## config.mk

```make
export PLATFORM = sky130hd
export DESIGN_NAME = log_sum
export DESIGN_NICKNAME = d
export VERILOG_FILES = /design/src/rtl/log_sum.sv
export SDC_FILE = /design/constraint.sdc
export NUM_CORES = 1
export LEC_CHECK = 0
export CAP_MARGIN = 10
export CORE_ASPECT_RATIO = 2
export CORE_UTILIZATION = 51
export DETAILED_ROUTE_END_ITERATION = 8
export GPL_TIMING_DRIVEN = 0
export PLACE_DENSITY = 0.69
export SLEW_MARGIN = 20
export SYNTH_ARGS = -nofsm -noshare
export SYNTH_HDL_FRONTEND = slang
export SYNTH_SLANG_ARGS = --single-unit
```

## constraint.sdc

```tcl
create_clock -name clk -period 12.1 [get_ports clk]
set_input_delay 2.42 -clock clk [delete_from_list [all_inputs] [get_ports clk]]
set_output_delay 2.42 -clock clk [all_outputs]
set_load 0.005 [all_outputs]
```

## src/rtl/log_sum.sv

```systemverilog
// log_sum: accumulates a valid/last frame and emits floor(ln(sum)) via a 4-step pipelined search.
// Optional LOG_SUM_OVF_EN adds output_overflow, flagging frames that saturated the accumulator.
module log_sum #(
    parameter int DATA_WIDTH = 16,
    parameter int ACC_WIDTH  = 32
) (
    input  logic                  clk,
    input  logic                  rst_n,
    input  logic [DATA_WIDTH-1:0] input_tdata,
    input  logic                  input_tvalid,
    input  logic                  input_tlast,
    output logic [DATA_WIDTH-1:0] output_tdata,
    output logic                  output_tvalid,
    output logic                  output_tlast
`ifdef LOG_SUM_OVF_EN
    ,
    output logic                  output_overflow
`endif
);

    typedef logic [ACC_WIDTH-1:0] acc_t;
    typedef logic [ACC_WIDTH:0]   ext_t;

    typedef struct packed {
        logic       v;
        logic       zero;
        logic [3:0] k;
        acc_t       sum;
    } stage_t;

    // T[k] = ceil(e^k)
    function automatic acc_t thresh(input logic [3:0] idx);
        case (idx)
            4'd0:    return acc_t'(32'd1);
            4'd1:    return acc_t'(32'd3);
            4'd2:    return acc_t'(32'd8);
            4'd3:    return acc_t'(32'd21);
            4'd4:    return acc_t'(32'd55);
            4'd5:    return acc_t'(32'd149);
            4'd6:    return acc_t'(32'd404);
            4'd7:    return acc_t'(32'd1097);
            4'd8:    return acc_t'(32'd2981);
            4'd9:    return acc_t'(32'd8104);
            4'd10:   return acc_t'(32'd22027);
            4'd11:   return acc_t'(32'd59875);
            4'd12:   return acc_t'(32'd162755);
            4'd13:   return acc_t'(32'd442414);
            4'd14:   return acc_t'(32'd1202605);
            default: return acc_t'(32'd3269018);
        endcase
    endfunction

    // Tentatively set bit b of the prefix and keep it if the sum reaches that threshold.
    function automatic stage_t step(input stage_t s, input logic [1:0] b);
        stage_t     r;
        logic [3:0] probe;
        r        = s;
        probe    = s.k;
        probe[b] = 1'b1;
        if (s.sum >= thresh(probe)) begin
            r.k = probe;
        end
        return r;
    endfunction

    acc_t   acc;
    ext_t   sum_ext;
    logic   carry;
    acc_t   next_sum;
    stage_t s0, s1, s2, s3, s4n;

    always_comb begin
        sum_ext  = ext_t'(acc) + ext_t'(input_tdata);
        carry    = sum_ext[ACC_WIDTH];
        next_sum = carry ? '1 : sum_ext[ACC_WIDTH-1:0];
        s4n      = step(s3, 2'd0);
    end

    always_ff @(posedge clk) begin
        if (!rst_n) begin
            acc           <= '0;
            s0.v          <= 1'b0;
            s1.v          <= 1'b0;
            s2.v          <= 1'b0;
            s3.v          <= 1'b0;
            output_tvalid <= 1'b0;
            output_tdata  <= '0;
        end else begin
            if (input_tvalid) begin
                acc <= input_tlast ? '0 : next_sum;
            end
            s0.v    <= input_tvalid & input_tlast;
            s0.sum  <= next_sum;
            s0.zero <= (next_sum == '0);
            s0.k    <= '0;
            s1      <= step(s0, 2'd3);
            s2      <= step(s1, 2'd2);
            s3      <= step(s2, 2'd1);
            output_tvalid <= s3.v;
            if (s3.v) begin
                output_tdata <= s4n.zero ? DATA_WIDTH'(16'h8000) : DATA_WIDTH'(s4n.k);
            end
        end
    end

    assign output_tlast = output_tvalid;

`ifdef LOG_SUM_OVF_EN
    logic       acc_sat;
    logic [3:0] sat_pipe;

    always_ff @(posedge clk) begin
        if (!rst_n) begin
            acc_sat         <= 1'b0;
            sat_pipe        <= '0;
            output_overflow <= 1'b0;
        end else begin
            if (input_tvalid) begin
                acc_sat <= input_tlast ? 1'b0 : (acc_sat | carry);
            end
            sat_pipe        <= {sat_pipe[2:0], acc_sat | carry};
            output_overflow <= s3.v & sat_pipe[3];
        end
    end
`endif

endmodule

```

==> reports/results.tsv <==
stage	metric	value	unit
sta	setup_viol_count_final	0	
clocking	post_cts_buffers	0	
sta	worst_slew_pin_slew	0.775	ns
worst_setup_path	cp_data_arrival_time	6.53	ns
die	die_w	94.3	µm
hold_path	hold_class	reg -> reg	
synthesis	yosys-top-cells-area	edfxtp_1, ha_1, dfxtp_1	
finish	stdcell_count	1006	
place	place_hpwl	13100	µm
sta	hold_viol	0	
place	dp.cells	974	
route	vias_per_cell	5.70	
route	detail-route-antenna-nets	0	
synthesis	seq_area_frac_synth	57.4	%
clocking	cts_sinks	180	
global_routing	grt_pass1_wl	27800	µm
synthesis	synth_top_area_cell	edfxtp_1	
finish	nNetsFinal	875	
synthesis	syn_area_per_cell	11.9	µm²
die	die_y	187	µm
route	drt_iter0_markers	245	
synthesis	ys_seq_elements	180	
synthesis	yosysUniqueCellTypes	57	
clocking	cts_made_buffers	17	
global_routing	overflow	0	
route	drc	0	
die	die-area	0.0176	mm²
synthesis	yosysWarnings	0	
die	pin_count	38	
sta	worst_slew_margin_rel	48.3	%
global_routing	grt_util_all_layers	21.0	%
place	place_area	0.00928	mm²
finish	drive_gt1_share	7.51	%
power	powerDensity	140	mW/mm²
synthesis	synth_edf_count	138	
global_routing	grt_pass1_vias	5980	
place	place_congestion	0.904	
sta	holdWs	0.418	ns
synthesis	synthTopCellsByCount	edfxtp_1, ha_1, nand2_1	
sta	period_share	51.7	%
power	ir_worst_vdd	91.9	µV
synthesis	synthArstFlopShare	0	%
finish	n_antenna_cell	0	
sta	clock.fmax	160	MHz
die	start_util	52.1	%
route	dr.pass1.iters	5	
clocking	root_buffer	clkbuf_16	
synthesis	synthFlopType	edfxtp_1	
place	place_ws	5.54	ns
sta	finalSetupTns	0	ns
clocking	cts_resized	0	
finish	fin_util	59.1	%
global_routing	antenna_found_initial	0	
outcome	status	finished clean	
flow_run	maxCapViolations	0	
synthesis	yosysMostFrequentCell	edfxtp_1	
clocking	worstSkewPairLatency	0.43	ns
clocking	htreeDepth	4	
sta	rsz0062_at_grt	false	
synthesis	yosysTopAreaCellShare	47.7	%
route	vias	5739	
place	portBuffers	26	
clocking	clock_tree.buffer_depth	2	
finish	fillers	1337	
sta	worst_slack	5.84	ns
clocking	cts_tree	built	
power	p_leak	3.88	nW
die	coreArea	0.0167	mm²
synthesis	synth_cells	727	
route	wirelength	17600	µm
route	wl_per_cell	17.5	µm
sta	period_needed	6.26	ns
power	power	1.38	mW
finish	final_area	0.00986	mm²
global_routing	grt_max_degree	92	
synthesis	synth_area	0.00868	mm²
clocking	clkTransAtPathRegs	0.07	ns
worst_setup_path	cp-start-kind	primary input	
worst_setup_path	worstSetupEndpointType	register	
finish	area_delta_synth_final	13.6	%
clocking	cts_hold_buf	0	
worst_setup_path	path_class	in -> reg	
worst_setup_path	cp_max_fo	10	
sta	drv_slew	0	
die	rows	67	
sta	finClkSkew	0.0145	ns
worst_setup_path	required	12.37	ns
==> per-layer routing <==
metal / GRT usage [%] / routed length, µm
met3: 3.50 / 457
met4: 11.8 / 790
met2: 41.5 / 10300
met1: 18.9 / 6100
met5: 0 / 0
==> critical path, stage by stage <==
cell and delay, ns:
clkdlybuf4s50_1 0.40, ha_1 0.24, fa_1 0.42, a21o_1 0.23, a221oi_2 0.44, nor4_2 0.18
o21ai_4 0.27, a21o_2 0.17, clkbuf_1 0.50, clkbuf_1 0.52, nand3_1 0.12, o21ai_0 0.22
nand4_1 0.24, nor3_2 0.14
==> state kept, by name, summed over array words and instances, names as in the netlist <==
signal,cells
acc,32
output_tdata,5
output_tlast,1
s0,34
s1,35
s2,36
s3,37
==> path summary, 6_finish.rpt <==
kind	from	end	slack [ns]	cells past startpoint
min	s0[36]	s1[36]	0.42	0
max	input_tdata[0]	s0[36]	5.84	14
max reg2reg	acc[0]	s0[36]	7.94	13
min reg2reg	s0[36]	s1[36]	0.42	0
==> final cells by class <==
type | count | area (µm²) | share of cell area, %
plain buffers | 34 | 189 | 1.92
clock buffers | 19 | 433 | 4.39
flip-flops and latches | 180 | 4980 | 50.5
well taps | 207 | 259 | 2.63
repair buffers | 27 | 289 | 2.93
multi-input cells | 497 | 3450 | 35.0
clock inverters | 13 | 150 | 1.52
inverters | 29 | 109 | 1.10
==> cells in the final DEF, fill, tap and decap left out, types with 6 or more instances in the layout <==
| cell | netlist | layout |
|---|---|---|
| buf_4 | 14 | 14 |
| nand2_1 | 65 | 65 |
| edfxtp_1 | 138 | 138 |
| a21oi_1 | 48 | 48 |
| nand3_1 | 12 | 12 |
| and2_1 | 12 | 12 |
| clkbuf_1 | 16 | 18 |
| inv_1 | 29 | 29 |
| dfxtp_1 | 42 | 42 |
| nor4_1 | 15 | 15 |
| xnor2_1 | 16 | 16 |
| nand4_1 | 16 | 16 |
| o21a_1 | 6 | 6 |
| ha_1 | 68 | 68 |
| clkbuf_16 | 0 | 17 |
| a21boi_0 | 8 | 8 |
| nor2b_1 | 45 | 45 |
| o21ai_0 | 18 | 18 |
| o22ai_1 | 9 | 9 |
| a21o_1 | 21 | 21 |
| nand2b_1 | 22 | 22 |
| nor3_1 | 7 | 7 |
| clkdlybuf4s50_1 | 0 | 25 |
| conb_1 | 2 | 15 |
| xor2_1 | 9 | 9 |
| nor2_1 | 21 | 21 |
==> cell families after synthesis <==
kind of cell	share of synthesized area, %
xor+xnor	2.52
compound gates	10.9
simple gates	14.6
fa+ha+maj	10.0
other cells	0.0865
buf+inv	3.43
mux	1.02
flops	57.4
==> where the power goes <==
part           internal (mW)  total [mW]  switching [mW]
logic                 0.0463       0.112          0.0660
clock network          0.308       0.543           0.234
registers              0.705       0.722          0.0166
total                   1.06        1.38           0.317
Note: power is estimated with default switching activity, not from simulation.
